**config.mk**
```make
export PLATFORM = sky130hd
export DESIGN_NAME = mem_access_unit
export DESIGN_NICKNAME = d
export VERILOG_FILES = /design/src/rtl/mem_access_unit.sv
export SDC_FILE = /design/constraint.sdc
export NUM_CORES = 1
export LEC_CHECK = 0
export CORE_MARGIN = 2
export CORE_UTILIZATION = 30
export CTS_BUF_LIST = sky130_fd_sc_hd__clkbuf_4 sky130_fd_sc_hd__clkbuf_8
export DETAILED_ROUTE_END_ITERATION = 6
export MAX_ROUTING_LAYER = met4
export PLACE_DENSITY = 0.68
export SLEW_MARGIN = 20
export SYNTH_ARGS = -nofsm -noshare
export SYNTH_HDL_FRONTEND = slang
export SYNTH_SLANG_ARGS = --single-unit
```
**constraint.sdc**
```tcl
create_clock -name clk -period 1.83 [get_ports clk]
set_input_delay 0.2745 -clock clk [delete_from_list [all_inputs] [get_ports clk]]
set_output_delay 0.2745 -clock clk [all_outputs]
set_load 0.05 [all_outputs]
```
**src/rtl/mem_access_unit.sv**
```systemverilog
// MEM stage of the pipeline: issues loads/stores to a variable-latency data memory over a
// req/ack handshake, resolves branches and registers the MEM/WB fields. Stalls the front end while busy.
module mem_access_unit #(
  parameter int unsigned TIMEOUT = 255
) (
  input  logic        clk,
  input  logic        rst,
  input  logic        regwr,
  input  logic        memreg,
  input  logic        memwr,
  input  logic        memrd,
  input  logic        br,
  input  logic        zr,
  input  logic [31:0] npc,
  input  logic [31:0] aluout,
  input  logic [31:0] reg2,
  input  logic [4:0]  ir5bit,
  output logic        dm_req,
  output logic        dm_we,
  output logic [31:0] dm_addr,
  output logic [31:0] dm_wdata,
  input  logic        dm_ack,
  input  logic [31:0] dm_rdata,
  output logic        stall,
  output logic        pcsrc,
  output logic [31:0] brtgt,
  output logic        regwro,
  output logic        memrego,
  output logic [31:0] rdatao,
  output logic [31:0] aluouto,
  output logic [4:0]  ir5bito,
  output logic        misal,
  output logic        err
);

  typedef enum logic [1:0] {
    IDLE = 2'd0,
    BUSY = 2'd1,
    ERR  = 2'd2
  } state_t;

  localparam logic [15:0] CNT_LAST = 16'(TIMEOUT - 1);

  state_t      state, state_nx;
  logic [15:0] cnt, cnt_nx;
  logic        acc, ok;
  logic        issue;
  logic        misal_nx;
  logic        stall_c;
  logic        retire;

  assign acc = memrd | memwr;
  assign ok  = acc & (aluout[1:0] == 2'b00);

  // NOTE: every variable gets a default before the case so no path leaves it unassigned (no latch).
  always_comb begin
    state_nx = state;
    cnt_nx   = cnt;
    issue    = 1'b0;
    misal_nx = 1'b0;
    stall_c  = 1'b0;
    unique case (state)
      IDLE: begin
        if (ok) begin
          state_nx = BUSY;
          cnt_nx   = '0;
          issue    = 1'b1;
          stall_c  = 1'b1;
        end else if (acc) begin
          misal_nx = 1'b1;
        end
      end
      BUSY: begin
        if (dm_ack) begin
          state_nx = IDLE;
        end else begin
          stall_c = 1'b1;
          if (cnt == CNT_LAST) state_nx = ERR;
          else                 cnt_nx   = cnt + 16'd1;
        end
      end
      ERR: begin
        stall_c = 1'b1;
      end
      default: begin
        state_nx = IDLE;
      end
    endcase
  end

  assign retire = ~stall_c;

  // Combinational outputs are gated by reset so that everything reads zero while rst is low.
  assign stall = rst & stall_c;
  assign pcsrc = rst & br & zr & retire;
  assign brtgt = rst ? npc : 32'd0;

  // NOTE: sequential state uses non-blocking assignments so all flops update from pre-edge values.
  always_ff @(posedge clk or negedge rst) begin
    if (!rst) begin
      state <= IDLE;
      cnt   <= '0;
    end else begin
      state <= state_nx;
      cnt   <= cnt_nx;
    end
  end

  // Request is held for the whole BUSY residency and drops on ack, timeout or reset.
  always_ff @(posedge clk or negedge rst) begin
    if (!rst) begin
      dm_req   <= 1'b0;
      dm_we    <= 1'b0;
      dm_addr  <= '0;
      dm_wdata <= '0;
      err      <= 1'b0;
      misal    <= 1'b0;
    end else begin
      dm_req <= (state_nx == BUSY);
      if (issue) begin
        dm_we    <= memwr;
        dm_addr  <= aluout;
        dm_wdata <= reg2;
      end
      err   <= err | (state_nx == ERR);
      misal <= misal_nx;
    end
  end

  // MEM/WB register: capture on retire, otherwise insert a bubble and hold the data fields.
  always_ff @(posedge clk or negedge rst) begin
    if (!rst) begin
      regwro  <= 1'b0;
      memrego <= 1'b0;
      rdatao  <= '0;
      aluouto <= '0;
      ir5bito <= '0;
    end else if (retire) begin
      regwro  <= regwr & ~misal_nx;
      memrego <= memreg;
      aluouto <= aluout;
      ir5bito <= ir5bit;
      rdatao  <= (state == BUSY && dm_ack && !dm_we) ? dm_rdata : 32'd0;
    end else begin
      regwro  <= 1'b0;
      memrego <= 1'b0;
    end
  end

endmodule
```
# After elaboration in Yosys (flattened, before gate mapping)
# Cells that the tools add are included.
dict set report word_totals {
  reg_bits 157
  in_bits 142
  out_inout_bits 173
  wordCells 58
}
dict set report op_classes {
  addsub 1
  eq_ne 8
  muxes 19
  n_bitwise 10
  reduce_logical 7
}
# operator n
set op_table {}
lappend op_table {{$mux 32} 2}
lappend op_table {{$mux 16} 3}
lappend op_table {{$pmux 16 s2} 1}
lappend op_table {{$add 16x1->16 const B} 1}
lappend op_table {{$eq 16x8->1 const B} 1}
lappend op_table {{$mux 1} 8}
lappend op_table {{$and 1x1->1} 6}
lappend op_table {{$mux 2} 3}
lappend op_table {{$ne 2x2->1 const B} 3}
lappend op_table {{$pmux 2 s3} 1}
lappend op_table {{$eq 2x1->1 const B} 2}
lappend op_table {{$eq 2x2->1 const B} 2}
lappend op_table {{$logic_not 2->1} 2}
lappend op_table {{$reduce_and 4->1} 1}
lappend op_table {{$pmux 1 s3} 1}
lappend op_table {{$logic_and 1x1->1} 2}
lappend op_table {{$not 1->1} 2}
lappend op_table {{$or 1x1->1} 2}
lappend op_table {{$reduce_bool 2->1} 1}
lappend op_table {{$logic_not 1->1} 1}

# Longest topological paths before layout
# Gate-level depths: netlist (run 1).
dict set report depth {
  word_depth 7
  ltp_mapped 7
  depth_no_buf 6
}

# Worst setup path after synthesis (run 1)
# No wires, ideal clock.
dict set report synth_timing {
  path_kind {input port to output port}
  start {in memwr}
  end {out pcsrc}
  arrival_ps 1798
  required_time_ps 1556
  path_slack_ps -242
  cell_stages 5
  path_buffers 1
  path_cell_list {or2_2 -> a21oi_1 -> o21ai_4 -> buf_2 -> nor2_1}
}
dict set report synth_between {
  elab_chain_cells 6
}
# item line
set synth_rtl {}
lappend synth_rtl {{start, declared} 10} ;# input logic memwr,
lappend synth_rtl {{$or 1x1->1} 52} ;# assign acc = memrd | memwr;
lappend synth_rtl {{$and 1x1->1} 53} ;# assign ok = acc & (aluout[1:0] == 2'b00);
lappend synth_rtl {{$mux 1} 64} ;# if (ok) begin
lappend synth_rtl {{$pmux 1 s3} 62} ;# unique case (state)
lappend synth_rtl {{$not 1->1} 91} ;# assign retire = ~stall_c;
lappend synth_rtl {{$and 1x1->1} 95} ;# assign pcsrc = rst & br & zr & retire;
lappend synth_rtl {{end, declared} 25} ;# output logic pcsrc,
# Every way passes these cells.

# Final worst setup path (run 1)
# Ends and elaborated chain as after synthesis.

==> summary.md, run 1 <==
| Metric | Value |
|---|---|
| CP max FO | 3 |
| Xor and xnor area share after synthesis | less than 1% |
| FF+latch count, synth | ~160 |
| Mapped Area | between 6000 and 7000 µm² |
| Routed length per instance | around 16 µm |
| Setup crit start kind | input port |
| Share of the synthesized area in the top cell type | between 60% and 70% |
| Routability congestion estimate | 0.788 |
| VDD IR max | slightly above 0.5 mV |
| Post-Layout Cell Count | approximately 1200 |
| Dpl ws | -0.335 ns |
| Main area contributors after synthesis | dfrtp_1 62%, nand2_1 12%, mux2_1 6.0% |
| Adder-Cell Fraction of Synth Area | less than 1% |
| ANT nets after route | 0 |
| Longest Clk Path Bufs | 2 |
| Initial antenna violation count | 0 |
| Setup TNS | -0.258 ns |
| Complex-gate fraction of the synthesized area | between 7 and 8% |
| Largest family of logic cells by synthesized area | simple AND/OR/NAND/NOR gates |
| Drc violations | 0 |
| Antenna Cells | 0 |
| DIE WIDTH | about 150 µm |
| Critical path class | in -> out |
| Slowest-stage cell, CP | clkdlybuf4s50_1 |
| Post-Route WL | between 15000 and 20000 µm |
| Port Buffers | 314 |
| Worst Slack Setup Final | -0.133 ns |
| Final-report setup violation count | 2 |
| Critical path arrival | 1.69 ns |
| Worst setup EP type | primary output |
| Global-route wire length before repair | about 30000 µm |
| Pwr Density | around 700 nW/µm² |
| DP Cell Count | 1165 |
| CTS H-tree depth | 4 |
| EDFF count, synth | 0 |
| Nets | about 1100 |
| Max_slew headroom | a little under three fifths |
| Gr ovfl total | 0 |
| Sequential area share after synthesis | 61.9% |
| Slew Viols, Final | 0 |
| Final period utilization | 107% |
| Max-Cap Viols | 0 |
| Cell accounting for the most synthesized area | dfrtp_1 |
| Outcome | finished with violations |
| # rows | between 50 and 60 |
| Pleak | ~5.5 nW |
| Endpoints failing hold | 0 |
| Mux cell area share after synthesis | around 6.7% |
| Layout Skew | approximately 0.018 ns |
| Fmax | ~510 MHz |
| Drt first-iter violations | 184 |
| CTS clk-pin slew, worst paths | around 0.080 ns |
| I/O pin cnt | between 300 and 400 |
| Starting Density | roughly 30% |
| Worst Hold Class | in -> async |
| Die height | roughly 150 µm |
| Final min period | between 1.5 and 2 ns |
| GRT Util Overall | between 10% and 20% |
| DRT Pass-1 Iters | 4 |
| Num CTS Buffers | 17 |
| Vias | around 5500 |
| Top_reg_cell synth | dfrtp_1 |
| Crit-path cells | clkdlybuf4s50_1 -> or2_2 -> a21oi_2 -> o21ai_4 -> nor2_2 -> buf_12 |
| Core Area | 20900 µm² |
| Clk_lat worst skew | approximately 0.45 ns |
| Warnings from Yosys | 0 |
| Netlist cell types | 48 |
| CTS tree | built |
| Die Area | ~22000 µm² |
| RSZ-0062 raised after global routing | true |
| Actual slew at the worst max-slew pin | about 0.67 ns |
| Post-Syn Nets | about 720 |
| Via/cell ratio | around 4.5 |
| Synth-to-Final Area Change | 68.2% |
| Largest net degree at the start of global routing | 46 |
| Avg Cell Area, Syn | between 10 and 15 µm² |
| Async S/R FF share, synth | 100% |
| CTS root buffer | clkbuf_8 |
| Layout cells sized above 1 | between 10% and 20% |
| Vias in the first global route | ~5600 |
| CTS Sinks | between 150 and 200 |
| Hold slack | between 0.09 and 0.1 ns |
| Slowest cell delay on critical path | 0.45 ns |
| Synth Area in Simple Gates | between 20% and 30% |
| Fill cells | roughly 1900 |
| Failing checks | setup timing |
| Post-DP HPWL | 13800 µm |
| Cells after Synth | 575 |
| Critical Path RT | about 1.6 ns |
[power by group]
| part | internal [W] | switching (W) |
|---|---|---|
| Combinational | 0.000524 | 0.000560 |
| Clock | 0.00145 | 0.00136 |
| Sequential | 0.00352 | 0.0000269 |
| Total | 0.00549 | 0.00195 |
[cells by family (layout without fill, tap and decap cells)]
group	Yosys count	in the layout
AND/OR/NAND/NOR	278	278
XOR/XNOR	2	2
flip-flops	157	157
buffers and inverters	34	385
multiplexers	38	38
AO/OA/AOI/OAI	64	64
adder cells (fa/ha/maj)	2	2
[path summary, 6_finish.rpt]
path / cells after the start / endpoint / start / slack, ns
worst max-delay path: 6 / pcsrc / memwr / -0.13
worst min-delay path: 2 / dm_wdata[30] / rst / 0.09
worst max register to register: 5 / ir5bito[0] / state[1] / 0
worst min register to register: 2 / dm_wdata[30] / dm_wdata[30] / 0.47
max in group asynchronous: 3 / rdatao[29] / rst / 0.75
min in group clk: 3 / memrego / memreg / 0.35
[cell usage after synthesis (all sizes together) (2+ instances only)]
cell    number
nand2      199
mux2        37
o21ai        9
nor3b        2
or2          3
or3          5
inv          3
a22o        32
or4          3
nor4         3
o311ai       2
dfrtp      157
and2        35
a21oi        9
o31ai        5
o211ai       2
and3         3
and4         3
clkbuf      19
buf         12
nand3        7
ha           2
nand4        2
nor2         7
[state kept, by name, summed over array words and instances (netlist names)]
signal    count
aluouto      32
cnt          16
dm_addr      32
dm_req        1
dm_wdata     32
dm_we         1
err           1
ir5bito       5
memrego       1
misal         1
rdatao       32
regwro        1
state         2
[placed cells by master (no fill, tap or decap), types with 2 or more instances in the layout]
cell | Yosys | layout
and4_1 | 3 | 3
mux2_2 | 3 | 3
o31ai_1 | 5 | 3
o211ai_1 | 2 | 2
nor2_1 | 7 | 6
o31ai_2 | 0 | 2
clkinv_4 | 0 | 3
or2_2 | 2 | 2
and2_1 | 35 | 34
inv_1 | 3 | 3
nand4_1 | 2 | 2
a21oi_2 | 0 | 4
nor4_1 | 2 | 2
clkinvlp_4 | 0 | 2
clkdlybuf4s50_1 | 0 | 140
mux2_1 | 34 | 34
nand3_2 | 0 | 2
and3_1 | 3 | 2
bufinv_16 | 0 | 3
buf_4 | 3 | 66
or3_1 | 5 | 5
inv_6 | 0 | 3
ha_1 | 2 | 2
clkbuf_8 | 0 | 19
buf_12 | 0 | 40
or4_4 | 0 | 2
nand2_1 | 198 | 198
o21ai_0 | 8 | 8
a22o_1 | 32 | 32
nand3_1 | 7 | 5
dfrtp_1 | 157 | 157
dlygate4sd2_1 | 0 | 101
dlygate4sd3_1 | 0 | 2
a21oi_1 | 9 | 5
[repair_timing]
item                                    CTS  global route
setup buffers                             2             1
resized for setup                       103            11
endpoints found under the hold margin    13             0
hold buffers                              2             0
endpoints found under the setup margin  103            24
gates cloned                              0             1
pin swaps                                 1             3
[final cells by class]
type                            instances  area (µm²)  area share [%]
Sequential cell                       157        3930            36.8
Timing Repair Buffer                  351        3640            34.1
Multi-Input combinational cell        384        2330            21.8
Tap cell                              275         344            3.22
Clock buffer                           20         269            2.52
Clock inverter                         11         158            1.48
Inverter                                3        11.3           0.105
[routing by layer]
metal  track usage, %  vias to the layer above  routed length, µm
met3             5.43                       10               1470
met5                -                        -                  0
met2             29.0                      199               9540
met4             3.81                        0                161
met1             21.2                     2646               8280
li1                 -                     2603                  -
[worst max-delay path, delay by kind of cell]
kind	cells	cell delay, ns
AOI/OAI and AO/OA	2	0.30
buffers and inverters	2	0.60
and+or+nand+nor	2	0.51
[through the flow]
stage	total power (W)	utilization, %	instance area, µm²
after CTS	0.00755	50.7	10600
after detailed placement	0.00473	49.1	10300
after floorplan	0.00402	-	6360
after global placement	0.00472	49.1	10300
after global routing	0.00774	51.1	10700
final	0.00744	51.1	10700
(Power assumes the default switching activity.)
==> run 2: changes to the inputs <==
CORE_UTILIZATION = 38   (was 30)
PLACE_DENSITY = 0.82   (was 0.68)
==> run 2 against run 1 <==
Net effect:
- the flow still finishes with violations (setup timing)
- global-route usage grew 5.2 points
- sequential share of layout area grew 0.19 points
- via count is 0.68% higher
- worst hold slack improved by 0.13 ns
- clock skew decreased by 0.0068 ns
- non-clock buffer count rose by 8
- highest routed layer unchanged
==> summary.md, run 2 (synthesis results as in run 1) <==
| Metric | Value |
|---|---|
| Outcome | finished with violations (unchanged) |
| Failing checks | setup timing (unchanged) |
| WP buf/inv | 1 (was 2) |
| Vias | 5495 (was 5458) |
| Starting Density | 38.6% (was 30.4%) |
| Fmax | 507 MHz (was 509 MHz) |
| Area of the multi-input gates | 2310 µm² (was 2330 µm²) |
| CP delay by family, top | simple AND/OR/NAND/NOR gates (was buffers and inverters) |
| I/O pin cnt | 315 (unchanged) |
| Max-Cap Viols | 0 (unchanged) |
| CTS tree | built (unchanged) |
| Via/cell ratio | 4.76 (was 4.54) |
| Pleak | 5.52 nW (was 5.49 nW) |
| CTS H-tree depth | 4 (unchanged) |
| VDD IR max | 0.556 mV (was 0.504 mV) |
| Vias in the first global route | 5795 (was 5553) |
| Routability congestion estimate | 0.792 (was 0.788) |
| Most frequent cells in the layout | 198 x nand2_1, 157 x dfrtp_1, 140 x clkdlybuf4s50_1 (unchanged) |
| Clk_lat worst skew | 0.46 ns (was 0.45 ns) |
| DRT Pass-1 Iters | 4 (unchanged) |
| Dpl ws | -0.306 ns (was -0.335 ns) |
| Slew Viols, Final | 0 (unchanged) |
| Longest Clk Path Bufs | 2 (unchanged) |
| Global-route wire length before repair | 30600 µm (was 29600 µm) |
| Port Buffers | 314 (unchanged) |
| Commonest non-fill, non-tap cell in the layout | nand2_1 (unchanged) |
| Final-report setup violation count | 2 (unchanged) |
| Sequential cell area | 3930 µm² (unchanged) |
| Critical Path RT | 1.56 ns (about the same) |
| Max_slew headroom | 60.6% (was 55.4%) |
| Fill cells | 1309 (was 1932) |
| Die Area | 17800 µm² (was 22300 µm²) |
| Worst Slack Setup Final | -0.143 ns (was -0.133 ns) |
| Critical path class | reg -> out (was in -> out) |
| Worst setup EP type | primary output (unchanged) |
| Post-DP HPWL | 14000 µm (was 13800 µm) |
| Actual slew at the worst max-slew pin | 0.591 ns (was 0.667 ns) |
| Pwr Density | 673 nW/µm² (was 697 nW/µm²) |
| Slowest-stage cell, CP | or3b_4 (was clkdlybuf4s50_1) |
| Drc violations | 0 (unchanged) |
| Die height | 133 µm (was 149 µm) |
| CP max FO | 5 (was 3) |
| CTS root buffer | clkbuf_8 (unchanged) |
| Core Area | 16500 µm² (was 20900 µm²) |
| Final min period | 1.97 ns (was 1.96 ns) |
| Drt first-iter violations | 219 (was 184) |
| Critical path arrival | 1.70 ns (was 1.69 ns) |
| Final period utilization | 108% (was 107%) |
| DIE WIDTH | 133 µm (was 149 µm) |
| Num CTS Buffers | 17 (unchanged) |
| Crit-path cells | or3b_4 -> o21ai_4 -> and2_4 -> buf_12 (was clkdlybuf4s50_1 -> or2_2 -> a21oi_2 -> o21ai_4 -> nor2_2 -> buf_12) |
| Antenna Cells | 0 (unchanged) |
| GRT Util Overall | 22.7% (was 17.5%) |
| Layout cells sized above 1 | 18.1% (was 18.0%) |
| Endpoints failing hold | 0 (unchanged) |
| # rows | 47 (was 53) |
| Routed length per instance | 16.6 µm (was 16.2 µm) |
| CTS Sinks | 157 (unchanged) |
| CTS clk-pin slew, worst paths | 0.09 ns (was 0.08 ns) |
| Initial antenna violation count | 0 (unchanged) |
| Nets | 1066 (was 1058) |
| Synth-to-Final Area Change | 67.3% (was 68.2%) |
| Layout Skew | 0.0108 ns (was 0.0176 ns) |
| Gr ovfl total | 0 (unchanged) |
| Post-Layout Cell Count | 1155 (was 1201) |
| Worst Hold Class | in -> async (unchanged) |
| Setup crit start kind | flip-flop (was input port) |
| Post-Route WL | 19200 µm (was 19500 µm) |
| Largest net degree at the start of global routing | 108 (was 46) |
| RSZ-0062 raised after global routing | true (unchanged) |
| DP Cell Count | 1109 (was 1165) |
| ANT nets after route | 0 (unchanged) |
| Slowest cell delay on critical path | 0.41 ns (was 0.45 ns) |
| Hold slack | 0.226 ns (was 0.0940 ns) |
==> run 2: cell count changes in the layout (fill, tap and decap cells not counted), sizes merged <==
cell	previous run	this run
dlygate4sd2	101	106
buf	107	111
clkbuf	21	18
clkinv	3	6
bufinv	3	1
inv	6	8
==> run 2: routing by layer <==
layer	part of all wire, %	up-vias	track usage [%]
met2	51	238	37.8
met4	1.6	0	7.15
li1	-	2631	-
met3	7.6	19	6.85
met1	40	2607	26.5
met5	0	-	-
==> run 2: path summary, 6_finish.rpt <==
check	startpoint	end	slack [ns]	depth (start not counted)
hold / removal	rst	rdatao[26]	0.23	2
hold reg to reg	dm_wdata[26]	dm_wdata[26]	0.47	2
setup / recovery	state[1]	stall	-0.14	4
max in group asynchronous	rst	aluouto[2]	0.47	4
min in group clk	memreg	memrego	0.32	3
setup reg to reg	state[1]	aluouto[19]	0.06	5
==> run 2: metrics by stage <==
step	setup TNS (ns)	util (%)	total power [W]	area, µm²
CTS	-0.274	64.0	0.00723	10500
floorplan	-0.0109	-	0.00402	6360
finish	-0.186	64.5	0.00715	10600
global placement	-18.18	62.0	0.00474	10200
detailed placement	-19.67	62.0	0.00475	10200
global route	-0.306	64.5	0.00747	10600
==> run 2: final cells by class <==
cell class	count	share of cell area [%]
Multi-Input combinational cell	384	21.7
Inverter	3	0.106
Clock buffer	18	2.27
Tap cell	220	2.59
Clock inverter	14	1.25
Timing Repair Buffer	359	35.1
Sequential cell	157	37.0
==> run 2: power breakdown <==
group	switching (W)	internal (W)
registers	0.0000288	0.00352
clock network	0.00137	0.00111
logic	0.000570	0.000548
total	0.00197	0.00518
==> run 2: timing repair <==
action / CTS / global route
setup endpoints to repair: 112 / 35
hold buffers: 3 / 0
endpoints found under the hold margin: 38 / 0
pin swaps: 2 / 7
resized for setup: 110 / 12
buffers inserted: 4 / 7
